**src/rtl/bus3_arb_pkg.sv**
```systemverilog
// bus3_arb_pkg -- shared constants and types for the 3-requester arbiter.
//
// Contents:
//   NUM_REQ   number of requesters (3)
//   SEL_W     width of the requester select (2)
//   HOLD_W    width of the per-grant hold counter (MAX_HOLD is 1..15)
//   STAT_W    width of the optional per-requester transfer counters
//   state_e   arbiter FSM encoding (IDLE / GRANT)
//   next_idx  round-robin successor of a requester index (wraps 2 -> 0)
package bus3_arb_pkg;

    localparam int NUM_REQ = 3;
    localparam int SEL_W   = 2;
    localparam int HOLD_W  = 4;
    localparam int STAT_W  = 16;

    typedef enum logic {
        IDLE  = 1'b0,
        GRANT = 1'b1
    } state_e;

    // Successor index modulo NUM_REQ; index 3 is never produced.
    function automatic logic [SEL_W-1:0] next_idx(input logic [SEL_W-1:0] i);
        return (i >= SEL_W'(NUM_REQ - 1)) ? '0 : i + SEL_W'(1);
    endfunction

endpackage

```
**src/rtl/rr_pick3.sv**
```systemverilog
// rr_pick3 -- combinational round-robin picker for three requesters.
//
// Ports:
//   req   [2:0]  input   request vector, bit n = requester n pending
//   ptr   [1:0]  input   highest-priority index (search starts here, wraps 2->0)
//   valid        output  at least one request is pending
//   idx   [1:0]  output  first requesting index at or after ptr (0 when !valid)
module rr_pick3
    import bus3_arb_pkg::*;
(
    input  logic [NUM_REQ-1:0] req,
    input  logic [SEL_W-1:0]   ptr,
    output logic               valid,
    output logic [SEL_W-1:0]   idx
);

    int j;

    // Walk the priority order from lowest to highest priority so the last
    // hit (the one closest to ptr) wins.
    always_comb begin
        valid = |req;
        idx   = '0;
        j     = 0;
        for (int k = NUM_REQ - 1; k >= 0; k--) begin
            j = (int'(ptr) + k) % NUM_REQ;
            if (req[j]) begin
                idx = SEL_W'(j);
            end
        end
    end

endmodule

```
**src/rtl/bus3_arbiter.sv**
```systemverilog
// bus3_arbiter -- round-robin arbiter steering three requesters onto one
// registered output word with a valid/ready handshake.
//
// Parameters:
//   DATA_W    requester / output data width
//   MAX_HOLD  max consecutive transfers per grant (1..15)
//
// Ports:
//   clk, rst_n            clock, asynchronous active-low reset
//   req0..req2            requester n has a word pending
//   d0..d2     [DATA_W]   requester n data (stable while reqn && !ackn)
//   ack0..ack2            one-cycle pulse: requester n's word was accepted
//   sel        [1:0]      registered grant index (0..2) for the datapath mux
//   m          [DATA_W]   registered output word
//   m_valid               m holds an unaccepted word
//   m_ready               downstream accepts m this cycle
//   gnt_cnt0..2 [16]      transfers per requester, wrapping
//                         (only with BUS3_ARB_STATS_EN defined)
//
// Build option: define BUS3_ARB_STATS_EN to add the gnt_cnt* counters.
module bus3_arbiter
    import bus3_arb_pkg::*;
#(
    parameter int DATA_W   = 16,
    parameter int MAX_HOLD = 4
) (
    input  logic              clk,
    input  logic              rst_n,
    input  logic              req0,
    input  logic              req1,
    input  logic              req2,
    input  logic [DATA_W-1:0] d0,
    input  logic [DATA_W-1:0] d1,
    input  logic [DATA_W-1:0] d2,
    output logic              ack0,
    output logic              ack1,
    output logic              ack2,
    output logic [SEL_W-1:0]  sel,
    output logic [DATA_W-1:0] m,
    output logic              m_valid,
    input  logic              m_ready
`ifdef BUS3_ARB_STATS_EN
    ,
    output logic [STAT_W-1:0] gnt_cnt0,
    output logic [STAT_W-1:0] gnt_cnt1,
    output logic [STAT_W-1:0] gnt_cnt2
`endif
);

    state_e              state_q, state_d;
    logic [SEL_W-1:0]    ptr_q,   ptr_d;
    logic [SEL_W-1:0]    sel_q,   sel_d;
    logic [DATA_W-1:0]   m_q,     m_d;
    logic                mv_q,    mv_d;
    logic [HOLD_W-1:0]   hold_q,  hold_d;
    logic [NUM_REQ-1:0]  ack_q,   ack_d;

    logic [NUM_REQ-1:0]  req_v;
    logic [SEL_W-1:0]    pick_ptr;
    logic                pick_valid;
    logic [SEL_W-1:0]    pick_idx;
    logic [DATA_W-1:0]   pick_data;
    logic [DATA_W-1:0]   cur_data;
    logic                xfer;

    assign req_v = {req2, req1, req0};
    assign xfer  = mv_q & m_ready;

    // While granted, the picker only matters when the grant ends, and then
    // the search starts just past the current owner. From IDLE it starts at
    // the stored pointer. One picker serves both cases.
    assign pick_ptr = (state_q == GRANT) ? next_idx(sel_q) : ptr_q;

    rr_pick3 u_pick (
        .req   (req_v),
        .ptr   (pick_ptr),
        .valid (pick_valid),
        .idx   (pick_idx)
    );

    // 3:1 data muxes: one for a fresh grant, one for a hold reload.
    always_comb begin
        pick_data = d0;
        case (pick_idx)
            2'd1:    pick_data = d1;
            2'd2:    pick_data = d2;
            default: pick_data = d0;
        endcase
    end

    always_comb begin
        cur_data = d0;
        case (sel_q)
            2'd1:    cur_data = d1;
            2'd2:    cur_data = d2;
            default: cur_data = d0;
        endcase
    end

    // Next-state / output logic.
    always_comb begin
        state_d = state_q;
        ptr_d   = ptr_q;
        sel_d   = sel_q;
        m_d     = m_q;
        mv_d    = mv_q;
        hold_d  = hold_q;
        ack_d   = '0;

        case (state_q)
            IDLE: begin
                if (pick_valid) begin
                    sel_d   = pick_idx;
                    m_d     = pick_data;
                    mv_d    = 1'b1;
                    hold_d  = HOLD_W'(1);
                    state_d = GRANT;
                end
            end

            GRANT: begin
                // Without a transfer everything holds: a committed word is
                // never retracted, whatever the requesters do.
                if (xfer) begin
                    ack_d = NUM_REQ'(1) << sel_q;
                    if (req_v[sel_q] && (hold_q < HOLD_W'(MAX_HOLD))) begin
                        m_d    = cur_data;
                        hold_d = hold_q + HOLD_W'(1);
                    end else begin
                        ptr_d = next_idx(sel_q);
                        if (pick_valid) begin
                            sel_d  = pick_idx;
                            m_d    = pick_data;
                            hold_d = HOLD_W'(1);
                        end else begin
                            mv_d    = 1'b0;
                            hold_d  = '0;
                            state_d = IDLE;
                        end
                    end
                end
            end

            default: begin
                state_d = IDLE;
                mv_d    = 1'b0;
            end
        endcase
    end

    always_ff @(posedge clk or negedge rst_n) begin
        if (!rst_n) begin
            state_q <= IDLE;
            ptr_q   <= '0;
            sel_q   <= '0;
            m_q     <= '0;
            mv_q    <= 1'b0;
            hold_q  <= '0;
            ack_q   <= '0;
        end else begin
            state_q <= state_d;
            ptr_q   <= ptr_d;
            sel_q   <= sel_d;
            m_q     <= m_d;
            mv_q    <= mv_d;
            hold_q  <= hold_d;
            ack_q   <= ack_d;
        end
    end

    assign sel     = sel_q;
    assign m       = m_q;
    assign m_valid = mv_q;
    assign ack0    = ack_q[0];
    assign ack1    = ack_q[1];
    assign ack2    = ack_q[2];

`ifdef BUS3_ARB_STATS_EN
    logic [NUM_REQ-1:0][STAT_W-1:0] cnt_q;

    // Counts accepted words per requester; wraps naturally at 2^16.
    always_ff @(posedge clk or negedge rst_n) begin
        if (!rst_n) begin
            cnt_q <= '0;
        end else if (xfer) begin
            cnt_q[sel_q] <= cnt_q[sel_q] + STAT_W'(1);
        end
    end

    assign gnt_cnt0 = cnt_q[0];
    assign gnt_cnt1 = cnt_q[1];
    assign gnt_cnt2 = cnt_q[2];
`endif

endmodule

```
**config.mk**
```make
export PLATFORM = sky130hd
export DESIGN_NAME = bus3_arbiter
export DESIGN_NICKNAME = d
export VERILOG_FILES = /design/src/rtl/bus3_arb_pkg.sv /design/src/rtl/rr_pick3.sv /design/src/rtl/bus3_arbiter.sv
export SDC_FILE = /design/constraint.sdc
export NUM_CORES = 1
export LEC_CHECK = 0
export ABC_AREA = 1
export BUFFER_PORTS_ARGS = -buffer_cell sky130_fd_sc_hd__buf_2
export CORE_UTILIZATION = 48
export CTS_CLUSTER_DIAMETER = 150
export CTS_CLUSTER_SIZE = 12
export DETAILED_ROUTE_END_ITERATION = 8
export PLACE_DENSITY = 0.82
export SYNTH_ARGS = -nofsm -noshare
export SYNTH_HDL_FRONTEND = slang
export SYNTH_SLANG_ARGS = --single-unit
```
**constraint.sdc**
```tcl
create_clock -name clk -period 2.9 [get_ports clk]
set_input_delay 0.725 -clock clk [delete_from_list [all_inputs] [get_ports clk]]
set_output_delay 0.725 -clock clk [all_outputs]
set_load 0.01 [all_outputs]
```
Word-level counts from Yosys, hierarchy flattened

Cells that the tools add are included.

Add/subtract/negate cells: 4
Div/mod/pow operators: 3
$lt $le $gt $ge: 6
Eq/ne operators: 8
Shift operators: 1
Mux-type cells: 42
Bitwise gates (word level): 3
Reduce and logical (&&, ||, !) cells: 6

Operators with widths:

| cell                  | count |
|---|---|
| $lt 32x4->1 const B   | 3 |
| $pmux 16 s2           | 3 |
| $mod 32x3->32 const B | 2 |
| $mux 16               | 3 |
| $mod 3x3->32 const B  | 1 |
| $mux 2                | 8 |
| $mux 1                | 15 |
| $mux 4                | 3 |
| $bmux 1 s2            | 4 |
| $pmux 4 s2            | 1 |
| $mux 3                | 2 |
| $ne 2x2->1 const B    | 3 |
| $add 4x1->4 const B   | 1 |
| $eq 2x1->1 const B    | 2 |
| $eq 2x2->1 const B    | 2 |
| $lt 4x3->1 const B    | 1 |
| $pmux 1 s2            | 2 |
| $pmux 2 s2            | 1 |
| $reduce_and 2->1      | 2 |
| $reduce_and 4->1      | 1 |
| $add 2x1->3 const B   | 1 |
| $add 2x2->3 const B   | 1 |
| $lt 2x3->1 const B    | 1 |
| $reduce_and 3->1      | 1 |
| other kinds (8)       | 9 |

Register bits after elaboration: 29
Input port bits: 54
Output and inout port bits: 22
Logic and storage cells: 80

Logic depth before layout (Yosys ltp)

Depth in word-level cells: 17
Depth in mapped cells: 26
Mapped depth without buffers: 23

Modules after synthesis

Synthesis repeated with hierarchy kept, for this count alone.

Cell total of the unflattened synthesis: 427
Area total of the unflattened synthesis: 2622.5 um^2

Modules (own cells, without submodules):

| module       | times used | cells each | area an instance (um^2) | sequential area each (um^2) |
|---|---|---|---|---|
| bus3_arbiter | 1          | 392        | 2437.3                  | 725.7 |
| rr_pick3     | 1          | 35         | 185.2                   | 0.0 |

Least setup slack after synthesis

Ideal clock, no wire load.

Kind: reg-to-reg
Start: reg sel_q[1] (netlist: sel[1])
End: reg m_q[0] (netlist: m[0])
Setup time: 0.065 ns
Arrival time: 3.085 ns
Data required time: 2.835 ns
Path slack: -0.250 ns
Stages on the path, launching flop included: 26
Path buffers: 4
Clock period less this slack: 3.150 ns
Cell sequence: dfrtp_1 inv_1 ha_1 buf_2 buf_2 nand2_1 nand2_1 ha_1 inv_1 nand2_1 nand3_1 nand2_1 nand2_1 nand3_1 nand2_1 inv_1 ha_1 buf_2 inv_1 buf_2 nand2_1 nand3_1 nand2_1 nand2_1 nand3_1 nand2_1

Word-level cells in the longest chain between the ends: 17
Elaborated cells on any way between the ends: 34
Those cells by class: add/sub: 3; div: 3; order compare: 1; eq/ne: 4; mux: 22; reduce/logical: 1

RTL lines:

| what                                      | line                                     | RTL |
|---|---|---|
| start, declared                           | bus3_arbiter.sv:52                       | `logic [SEL_W-1:0] sel_q, sel_d;` |
| start signal, assigned                    | bus3_arbiter.sv:163                      | `sel_q <= sel_d;` |
| $add 2x1->2 or $ge 2x2->1 (tied branches) | bus3_arb_pkg.sv:24                       | `return (i >= SEL_W'(NUM_REQ - 1)) ? '0 : i + SEL_W'(1);` |
| $mux 2 *                                  | bus3_arb_pkg.sv:24                       |  |
| $mux 2 *                                  | bus3_arbiter.sv:72                       | `assign pick_ptr = (state_q == GRANT) ? next_idx(sel_q) : ptr_q;` |
| $add 2x2->3                               | rr_pick3.sv:26                           | `j = (int'(ptr) + k) % NUM_REQ;` |
| $mod 32x3->32                             | rr_pick3.sv:26                           |  |
| $bmux 1 s2                                | rr_pick3.sv:27                           | `if (req[j]) begin` |
| $mux 1 (not written as such) (2 in a row) | rr_pick3.sv:27                           |  |
| $mux 2 (2 in a row)                       | rr_pick3.sv:27                           |  |
| $mux 2 *                                  | rr_pick3.sv:27                           |  |
| net pick_idx[0]                           | bus3_arbiter.sv:61                       | `logic [SEL_W-1:0] pick_idx;` |
| $eq 2x2->1 or $eq 2x1->1 (tied branches)  | bus3_arbiter.sv:84                       | `case (pick_idx)` |
| $pmux 16 s2 *                             | bus3_arbiter.sv:84                       |  |
| $mux 16 *                                 | bus3_arbiter.sv:112, bus3_arbiter.sv:131 |  |
| $mux 16                                   | bus3_arbiter.sv:126                      | `if (req_v[sel_q] && (hold_q < HOLD_W'(MAX_HOLD))) begin` |
| $mux 16                                   | bus3_arbiter.sv:124                      | `if (xfer) begin` |
| $pmux 16 s2 *                             | bus3_arbiter.sv:110                      | `case (state_q)` |
| end signal, assigned                      | bus3_arbiter.sv:164                      | `m_q <= m_d;` |
| end, declared                             | bus3_arbiter.sv:53                       | `logic [DATA_W-1:0] m_q, m_d;` |

The timed path passes the listed nets; every way through them passes the cells marked *. The select of a mux whose other input is x is not followed.
A chain may end at the register's enable or synchronous reset.

Worst setup path after layout

Start: reg sel_q[0] (netlist: sel[0])
End: reg m_q[4] (netlist: m[4])

The elaborated chain is that of the path after synthesis.

==> out/metrics.cfg <==
[sta]
setup_viol = 0
slew_viol_final = 0
fin_worst_skew_ns = 0.00760
slew_headroom = 0.512
period_needed_ns = 2.76
hold_viol_final = 0
rsz0062_at_grt = yes
fin_setup_tns_ns = 0
setup_ws_ns = 0.141
clock.fmax_mhz = 362
worst_slew_pin_slew_ns = 0.732
period_share = 0.951

[global_route]
grt_pass1_wl_um = 12400
grt_max_degree = 30
grt_pass1_vias = 2718
grt_overflow = 0
antenna_found_initial = 0
track_usage = 0.262

[final_layout]
syn2layout_area_growth_pct = 22.5
diodes = 0
utilization = 0.623
nets = 573
seq_area_um2 = 728
final_cell_mix = nand2_1 (246), buf_2 (75), nand3_1 (38)
n_fill_cell = 476
multi_input_area_um2 = 1790
mostFrequentLayoutCell = nand2_1
drive_gt1_frac = 0.253
stdcell_count = 580

[setup_path]
crit_slowest_cell = dfrtp_1
worstSetupPathType = register to register
cp_data_arrival_time_ns = 2.93
endpoint_kind = register
rr_endpoint = m[4]
crit_family = simple AND/OR/NAND/NOR gates
rr_worst_depth = 21
crit_fanout = 9
critPathRequiredTime_ns = 3.07
cpPeakStageDelay_ns = 0.42
cp_cell_sequence = inv_2 > ha_2 > inv_2 > a21oi_4 > inv_2 > ha_4 > inv_4 > nand3_1 > nand2_1 > nand2_1 > nand2_1 > nand2_2 > inv_1 > ha_4 > buf_4 > nand2_1 > nand3_1 > nand2_1 > nand2_1 > nand3_1 > nand2_1
reg2reg_slack_ns = 0.14
start_kind = register
crit_path_frequent_cell = nand2_1
cp_num_buf_inv = 6
reg2reg_from = sel[0]

[clock_tree]
cts_hold_buffers = 0
clk_pin_slew_ns = 0.07
numCtsBuffers = 5
cts-root-buf = clkbuf_8
cts_tree = done
clockBufferDepth = 2
clock_sinks = 29
htreeDepth = 2
clkLatencyLatePin_ns = 0.28

[logic_synthesis]
netlist_area_um2 = 2660
synth-seq-cells = 29
synth_warnings = 0
synth_ff_type = dfrtp_1
netlist_instances = 437
synth_edf_count = 0
seq_area_frac_synth = 0.273
avgSynthCellArea_um2 = 6.09
async_reset_ff_frac = 1.00
syn-num-nets = 501
yosysUniqueCellTypes = 29

[placement]
place_inst = 570
gp_congestion = 0.960
dp.final_hpwl_um = 5350
io_buffers = 75
pre_cts_ws_ns = -0.114

[floorplan]
dieHeight_um = 76.5
pin_count = 76
initial_core_util = 0.508
die_area_um2 = 5850
rows = 26
die_x_um = 76.5
fp.coreArea_um2 = 5240

[routing]
dr_total_vias = 2940
drtPass1Iterations = 5
routed.top_layer = met4
drt_iter0_drc = 327
wirelength_um = 7470
ant_nets = 0
dr_wl_met2_um = 3600
wl_met3_um = 544
remaining_drc_errors = 0
routed_via_density = 5.07
drt-wirelength-per-cell_um = 12.9
wl_met1_um = 3240

[power]
p_per_area_nw_per_um2 = 288
finalPower_mw = 0.938
p_leak_nw = 1.92
ir_worst_vdd_v = 0.000225

[status]
outcome = finished clean

[job]
drv_cap = 0

[min_path]
hold_class = input port to async pin

## synthesized netlist by cell type, types with 2 or more instances
library cell    n  area (um^2)
buf_2          11         55.1
mux2i_1        10          100
inv_2           4         15.0
or2_0          10         62.6
nand2_2         2         12.5
clkbuf_2        2         10.0
nor2_4          2         22.5
ha_1           10          125
o21bai_1        2         15.0
a21oi_1         2         10.0
o21ai_0        12         60.1
inv_1          24         90.1
nand3_2         2         20.0
o21ai_1         2         10.0
clkbuf_1        3         11.3
nor2_8          2         40.0
nor2_1          7         26.3
dfrtp_1        29          726
buf_4           2         15.0
nand3_1        40          200
nand2_1       251          942
## worst reg2reg max path, cell delays in order (launching register included)
cell and delay [ns]:
dfrtp_1 0.42, inv_2 0.08, ha_2 0.17, inv_2 0.05, a21oi_4 0.16, inv_2 0.06, ha_4 0.28, inv_4 0.04
nand3_1 0.10, nand2_1 0.07, nand2_1 0.06, nand2_1 0.07, nand2_2 0.10, inv_1 0.08, ha_4 0.27, buf_4 0.17
nand2_1 0.07, nand3_1 0.10, nand2_1 0.09, nand2_1 0.06, nand3_1 0.09, nand2_1 0.06
## through the flow
step / area (um^2) / hold slack, ns
after floorplan: 2710 / 0.429
after global placement: 3090 / 0.474
after detailed placement: 3090 / 0.479
after CTS: 3170 / 0.491
after global routing: 3260 / 0.504
final: 3260 / 0.472
## cell families after synthesis
family          Yosys count  share of synthesized area
compound gates           19                     0.0390
flops                    29                      0.273
fa+ha+maj                10                     0.0470
simple gates            320                      0.518
buf+inv                  49                     0.0860
mux                      10                     0.0376
## routing by layer
layer,GRT usage,vias to the layer above
li1,-,1499
met1,0.342,1297
met2,0.436,132
met3,0.0539,12
met4,0.0712,0
met5,0,-
## area by class of cell
class	count	share of cell area
clock buffers	6	0.0222
clock inverters	2	0.00307
inverters	29	0.0372
multi-input cells	359	0.548
flip-flops and latches	29	0.223
well taps	70	0.0269
repair buffers	85	0.139
## power breakdown
group / switching (mW) / leakage [nW] / internal, mW / total, mW
sequential: 0 / 0.382 / 0.405 / 0.405
combinational: 0.125 / 1.49 / 0.0871 / 0.212
clock: 0.156 / 0.0450 / 0.166 / 0.322
## state kept, by name, summed over array words and instances (netlist names)
name	count
hold_q	4
state_q	1
m_valid	1
m	16
sel	2
ptr_q	2
ack_q	3
## what timing repair did
| item | CTS | global route |
|---|---|---|
| pin swaps | 0 | 6 |
| gates resized for setup | 2 | 20 |
| buffers inserted | 0 | 2 |
| endpoints found under the setup margin | 16 | 16 |
## worst max path at each step
| stage | start | end | slack (ns) | cells after the start |
|---|---|---|---|---|
| floorplan | sel[1] | m[0] | 0.01 | 23 |
| global placement | sel[0] | m[3] | 0.003 | 23 |
| detailed placement | sel[0] | m[4] | -0.11 | 23 |
| CTS | sel[0] | m[4] | 0.02 | 22 |
| global route | sel[0] | m[11] | -0.04 | 22 |
| finish | sel[0] | m[4] | 0.14 | 21 |
Note: power is estimated with default switching activity, not from simulation.
